`src/rtl/vga_sync_if.sv`:
```
// Pixel-side signal bundle of the VGA timing generator: renderer colour in,
// sync/active/coordinate and gated colour out.
interface vga_sync_if #(
  parameter int RGB_W = 12,
  parameter int CNT_W = 10
);
  logic [RGB_W-1:0] rgb_in;
  logic [RGB_W-1:0] rgb_out;
  logic             vidstate;
  logic             hsync;
  logic             vsync;
  logic [CNT_W-1:0] h;
  logic [CNT_W-1:0] v;

  modport master (
    input  rgb_in,
    output rgb_out, vidstate, hsync, vsync, h, v
  );

  modport slave (
    output rgb_in,
    input  rgb_out, vidstate, hsync, vsync, h, v
  );
endinterface

```
`src/rtl/vga_sync.sv`:
```
// VGA 640x480@60 timing generator: free-running h/v counters, registered
// sync and active-video flags, and combinational blanking of the pixel colour.
module vga_sync #(
  parameter int H_ACTIVE  = 640,
  parameter int H_FP      = 16,
  parameter int H_SYNC    = 96,
  parameter int H_BP      = 48,
  parameter int V_ACTIVE  = 480,
  parameter int V_FP      = 10,
  parameter int V_SYNC    = 2,
  parameter int V_BP      = 33,
  parameter bit HSYNC_POL = 1'b0,
  parameter bit VSYNC_POL = 1'b0,
  parameter int RGB_W     = 12,
  parameter int CNT_W     = 10
) (
  input  logic       clk,
  input  logic       rst,
  vga_sync_if.master vif
);

  localparam int H_TOTAL = H_ACTIVE + H_FP + H_SYNC + H_BP;
  localparam int V_TOTAL = V_ACTIVE + V_FP + V_SYNC + V_BP;

  localparam logic [CNT_W-1:0] H_LAST   = CNT_W'(H_TOTAL - 1);
  localparam logic [CNT_W-1:0] V_LAST   = CNT_W'(V_TOTAL - 1);
  localparam logic [CNT_W-1:0] H_VIS    = CNT_W'(H_ACTIVE);
  localparam logic [CNT_W-1:0] V_VIS    = CNT_W'(V_ACTIVE);
  localparam logic [CNT_W-1:0] HS_START = CNT_W'(H_ACTIVE + H_FP);
  localparam logic [CNT_W-1:0] HS_END   = CNT_W'(H_ACTIVE + H_FP + H_SYNC);
  localparam logic [CNT_W-1:0] VS_START = CNT_W'(V_ACTIVE + V_FP);
  localparam logic [CNT_W-1:0] VS_END   = CNT_W'(V_ACTIVE + V_FP + V_SYNC);

  logic [CNT_W-1:0] h_q, v_q;
  logic [CNT_W-1:0] h_nxt, v_nxt;
  logic             hsync_q, vsync_q, vid_q;

  // NOTE: every variable gets a default at the top of always_comb so no path
  // leaves it unassigned, which would infer a latch.
  always_comb begin
    h_nxt = h_q + CNT_W'(1);
    v_nxt = v_q;
    if (h_q == H_LAST) begin
      h_nxt = '0;
      v_nxt = (v_q == V_LAST) ? '0 : v_q + CNT_W'(1);
    end
  end

  // Decoding from the next-state counts keeps sync/active aligned with h/v.
  // NOTE: sequential state uses non-blocking assignments so all registers
  // update from the same pre-edge values.
  always_ff @(posedge clk or negedge rst) begin
    if (!rst) begin
      h_q     <= H_LAST;
      v_q     <= V_LAST;
      hsync_q <= ~HSYNC_POL;
      vsync_q <= ~VSYNC_POL;
      vid_q   <= 1'b0;
    end else begin
      h_q     <= h_nxt;
      v_q     <= v_nxt;
      hsync_q <= (h_nxt >= HS_START && h_nxt < HS_END) ? HSYNC_POL : ~HSYNC_POL;
      vsync_q <= (v_nxt >= VS_START && v_nxt < VS_END) ? VSYNC_POL : ~VSYNC_POL;
      vid_q   <= (h_nxt < H_VIS) && (v_nxt < V_VIS);
    end
  end

  assign vif.h        = h_q;
  assign vif.v        = v_q;
  assign vif.hsync    = hsync_q;
  assign vif.vsync    = vsync_q;
  assign vif.vidstate = vid_q;
  assign vif.rgb_out  = vid_q ? vif.rgb_in : '0;

endmodule

```
`src/flat_wrapper.sv`:
```
// flat-port wrapper written by rule: the top's interface ports become plain ports
module vga_sync_flat 
#(
  parameter int H_ACTIVE  = 640,
  parameter int H_FP      = 16,
  parameter int H_SYNC    = 96,
  parameter int H_BP      = 48,
  parameter int V_ACTIVE  = 480,
  parameter int V_FP      = 10,
  parameter int V_SYNC    = 2,
  parameter int V_BP      = 33,
  parameter bit HSYNC_POL = 1'b0,
  parameter bit VSYNC_POL = 1'b0,
  parameter int RGB_W     = 12,
  parameter int CNT_W     = 10
)
  (clk, rst, vif_rgb_in, vif_rgb_out, vif_vidstate, vif_hsync, vif_vsync, vif_h, vif_v);
  vga_sync_if #(.RGB_W(RGB_W), .CNT_W(CNT_W)) vif_i ();
  input  logic clk;
  input  logic rst;
  input wire logic [$bits(vif_i.rgb_in)-1:0] vif_rgb_in;
  output wire logic [$bits(vif_i.rgb_out)-1:0] vif_rgb_out;
  output wire logic [$bits(vif_i.vidstate)-1:0] vif_vidstate;
  output wire logic [$bits(vif_i.hsync)-1:0] vif_hsync;
  output wire logic [$bits(vif_i.vsync)-1:0] vif_vsync;
  output wire logic [$bits(vif_i.h)-1:0] vif_h;
  output wire logic [$bits(vif_i.v)-1:0] vif_v;
  assign vif_i.rgb_in = vif_rgb_in;
  assign vif_rgb_out = vif_i.rgb_out;
  assign vif_vidstate = vif_i.vidstate;
  assign vif_hsync = vif_i.hsync;
  assign vif_vsync = vif_i.vsync;
  assign vif_h = vif_i.h;
  assign vif_v = vif_i.v;
  vga_sync #(.H_ACTIVE(H_ACTIVE), .H_FP(H_FP), .H_SYNC(H_SYNC), .H_BP(H_BP), .V_ACTIVE(V_ACTIVE), .V_FP(V_FP), .V_SYNC(V_SYNC), .V_BP(V_BP), .HSYNC_POL(HSYNC_POL), .VSYNC_POL(VSYNC_POL), .RGB_W(RGB_W), .CNT_W(CNT_W)) u_core (.clk(clk), .rst(rst), .vif(vif_i));
endmodule
```
`config.mk`:
```
export PLATFORM = sky130hd
export DESIGN_NAME = vga_sync_flat
export DESIGN_NICKNAME = d
export VERILOG_FILES = /design/src/rtl/vga_sync_if.sv /design/src/rtl/vga_sync.sv /design/src/flat_wrapper.sv
export SDC_FILE = /design/constraint.sdc
export NUM_CORES = 1
export LEC_CHECK = 0
export CAP_MARGIN = 5
export CORE_AREA = 2 2 61 63
export DETAILED_ROUTE_END_ITERATION = 6
export DIE_AREA = 0 0 63 65
export GPL_TIMING_DRIVEN = 1
export PLACE_DENSITY_LB_ADDON = 0.05
export SYNTH_ARGS = -nofsm -noshare
export SYNTH_HDL_FRONTEND = slang
export SYNTH_SLANG_ARGS = --single-unit
```
`constraint.sdc`:
```
create_clock -name clk -period 2.35 [get_ports clk]
set_input_delay 0.47 -clock clk [delete_from_list [all_inputs] [get_ports clk]]
set_output_delay 0.47 -clock clk [all_outputs]
set_load 0.02 [all_outputs]
```
==> impl_metrics.env <==
export IMPL_relSlewSlack=0.760
export IMPL_vias=1247
export IMPL_syn_to_final_growth_pct=45.7
export IMPL_cp_start_kind="flip-flop"
export IMPL_row_count=22
export IMPL_setup_slack_ns=0.197
export IMPL_place_inst=242
export IMPL_grt_pass1_vias=1235
export IMPL_clk_path_buf_depth=2
export IMPL_finalNonFillerCells=246
export IMPL_p_leak_nw=0.756
export IMPL_syn_num_nets=163
export IMPL_clk_latency_ns=0.33
export IMPL_fp_dieW_um=63
export IMPL_nFillCells=339
export IMPL_grt_pass1_wl_um=5780
export IMPL_max_stage_delay_ns=0.62
export IMPL_synth_flop_cell="dfstp_2"
export IMPL_ios=49
export IMPL_powerDensity_mw_per_mm2=338
export IMPL_synthCells=145
export IMPL_die_area_mm2=0.00410
export IMPL_clock_fmax_mhz=464
export IMPL_setup_viol=0
export IMPL_vdd_ir_drop_worst_mv=0.198
export IMPL_synth_edf_count=0
export IMPL_p_total_uw=660
export IMPL_cts_setup_buffers=0
export IMPL_syn_area_per_cell_um2=9.25
export IMPL_grt_antenna_before_repair=0
export IMPL_final_min_clock_period_ns=2.15
export IMPL_drt_antenna_violating_nets=0
export IMPL_portBuffers=48
export IMPL_clk_pin_slew_ns=0.14
export IMPL_maxSlewViolCount=0
export IMPL_path_max_fanout=6
export IMPL_drtPass1Iterations=4
export IMPL_hpwl_um=2600
export IMPL_grt_max_degree=24
export IMPL_netlist_cell_type_count=34
export IMPL_period_share=0.916
export IMPL_cts_num_sinks=23
export IMPL_drt_initial_drc_count=31
export IMPL_cts_max_level=1
export IMPL_rsz0062_at_grt="no"
export IMPL_hold_path_class="input port to async pin"
export IMPL_cts_repair_resized=0
export IMPL_cts_hold_buf=0
export IMPL_holdWs_ns=0.471
export IMPL_wl_per_cell_um=13.5
export IMPL_dp_slack_ns=0.190
export IMPL_n_antenna_cell=0
export IMPL_start_util=0.384
export IMPL_seq_area_frac_synth=0.440
export IMPL_setup_worst_path_start="u_core.vif.h[0]"
export IMPL_drcViolationCount=0
export IMPL_gp_congestion=0.819
export IMPL_hold_violations=0
export IMPL_worst_pin_slew_ns=0.359
export IMPL_cts_tree="yes"
export IMPL_cp_cell_sequence="ha_4 > nand4_1 > or3_4 > o41a_1 > a31oi_1 > nand4b_1"
export IMPL_fp_coreArea_mm2=0.00350
export IMPL_vias_per_cell=5.07
export IMPL_track_usage=0.178
export IMPL_cp_end_kind="flip-flop"
export IMPL_fp_dieH_um=65
export IMPL_ys_ff_latch=23
export IMPL_crit_slowest_cell="dfstp_2"
export IMPL_fin_util=0.559
export IMPL_r2r_start="u_core.vif.h[0]"
export IMPL_path_class="flip-flop to flip-flop"
export IMPL_critical_path_arrival_ns=2.39
export IMPL_placed_area_mm2=0.00192
export IMPL_drive_above_1_share=0.152
export IMPL_grt_overflow_total=0
export IMPL_fin_setup_tns_ns=0
export IMPL_stdcell_area_mm2=0.00195
export IMPL_clock_skew_ns=0.0195
export IMPL_numCtsBuffers=3
export IMPL_status="finished, final reports clean"
export IMPL_ys_warn_count=0
export IMPL_regArea_um2=592
export IMPL_maxCapViolCount=0
export IMPL_cts_root_buffer="clkbuf_4"
export IMPL_multi_input_area_um2=702
export IMPL_ys_async_sr_fraction=1.00
export IMPL_syn_cell_area_mm2=0.00134
export IMPL_synth_top_area_share=0.235
export IMPL_required_ns=2.59
export IMPL_synthTopCellsByArea="dfstp_2, dfrtp_1, xor2_1, and2_1, ha_1"
export IMPL_fin_nets=217
export IMPL_routed_wl_um=3320
export IMPL_yosys_area_top_type="dfstp_2"
-- cells in the mapped netlist, types with 3 or more instances --
library cell	instances
xor2_1	10
nand4b_1	3
nand2_1	10
nand4_1	3
nand3_1	10
o21ai_0	4
o211ai_1	5
dfrtp_1	11
clkbuf_1	4
or3_1	3
a21oi_1	6
inv_1	8
and2_1	12
dfstp_2	12
nor2_1	9
ha_1	4
nor3_1	6
-- kinds of logic after synthesis --
logic type               after synthesis  synth area share
multiplexers                           1           0.00839
flip-flops                            23             0.440
AO/OA/AOI/OAI                         23             0.111
AND/OR/NAND/NOR                       67             0.275
adder cells (fa/ha/maj)                4            0.0373
buffers and inverters                 15            0.0494
XOR/XNOR                              12            0.0784
-- worst max-delay path: cells and delay by family, from the launching register on --
kind,cells,cell delay [ns]
fa+ha+maj,1,0.15
flops,1,0.62
simple gates,3,0.65
compound gates,2,0.64
-- placed cells by master, fill, tap and decap left out, types with 2 or more instances in the layout --
master	n
a211oi_1	2
a21oi_1	6
a31oi_1	2
and2_1	12
and3_1	2
buf_4	8
clkbuf_4	3
clkdlybuf4s50_1	48
dfrtp_1	10
dfstp_2	12
ha_1	3
inv_1	8
nand2_1	10
nand2b_1	2
nand3_1	10
nand4_1	3
nand4b_1	3
nor2_1	9
nor3_1	6
nor4_1	2
o211ai_1	5
o21ai_0	4
o31ai_1	2
or3_1	2
xnor2_1	2
xor2_1	10
-- where the power goes --
part	switching (mW)	internal [mW]	total, mW
Combinational	0.0294	0.0424	0.0718
Sequential	0	0.397	0.397
Clock	0.126	0.0651	0.192
Total	0.156	0.504	0.660
-- layout make-up --
class                      instances  area share
clock buffer                       3      0.0115
multi-input combinational        107       0.359
sequential                        23       0.303
tap                               48      0.0307
clock inverter                     1     0.00384
timing repair buffer              56       0.277
inverter                           8      0.0154
-- state kept, by name, summed over array words and instances (netlist names) --
| register | cells |
|---|---|
| u_core.vif.v | 10 |
| u_core.vif.vidstate | 1 |
| u_core.vif.h | 10 |
| u_core.vif.hsync | 1 |
| u_core.vif.vsync | 1 |
-- metal layers --
layer	routed length (µm)	part of all wire	GRT usage
met3	204	0.061	0.0330
met5	0	0	0
met4	53	0.016	0.0750
met2	1490	0.45	0.295
met1	1570	0.47	0.229
-- final timing paths --
| check | slack (ns) | cells past startpoint | endpoint |
|---|---|---|---|
| min reg2reg | 0.54 | 1 | u_core.vif.v[8] |
| max reg2reg | 0.20 | 6 | u_core.vif.vsync |
| max | 0.20 | 6 | u_core.vif.vsync |
| max in group asynchronous | 1.58 | 2 | u_core.vif.v[3] |
| min | 0.47 | 2 | u_core.vif.h[6] |
| min in group clk | 0.54 | 1 | u_core.vif.v[8] |
Power figures use the tool's default switching activity.
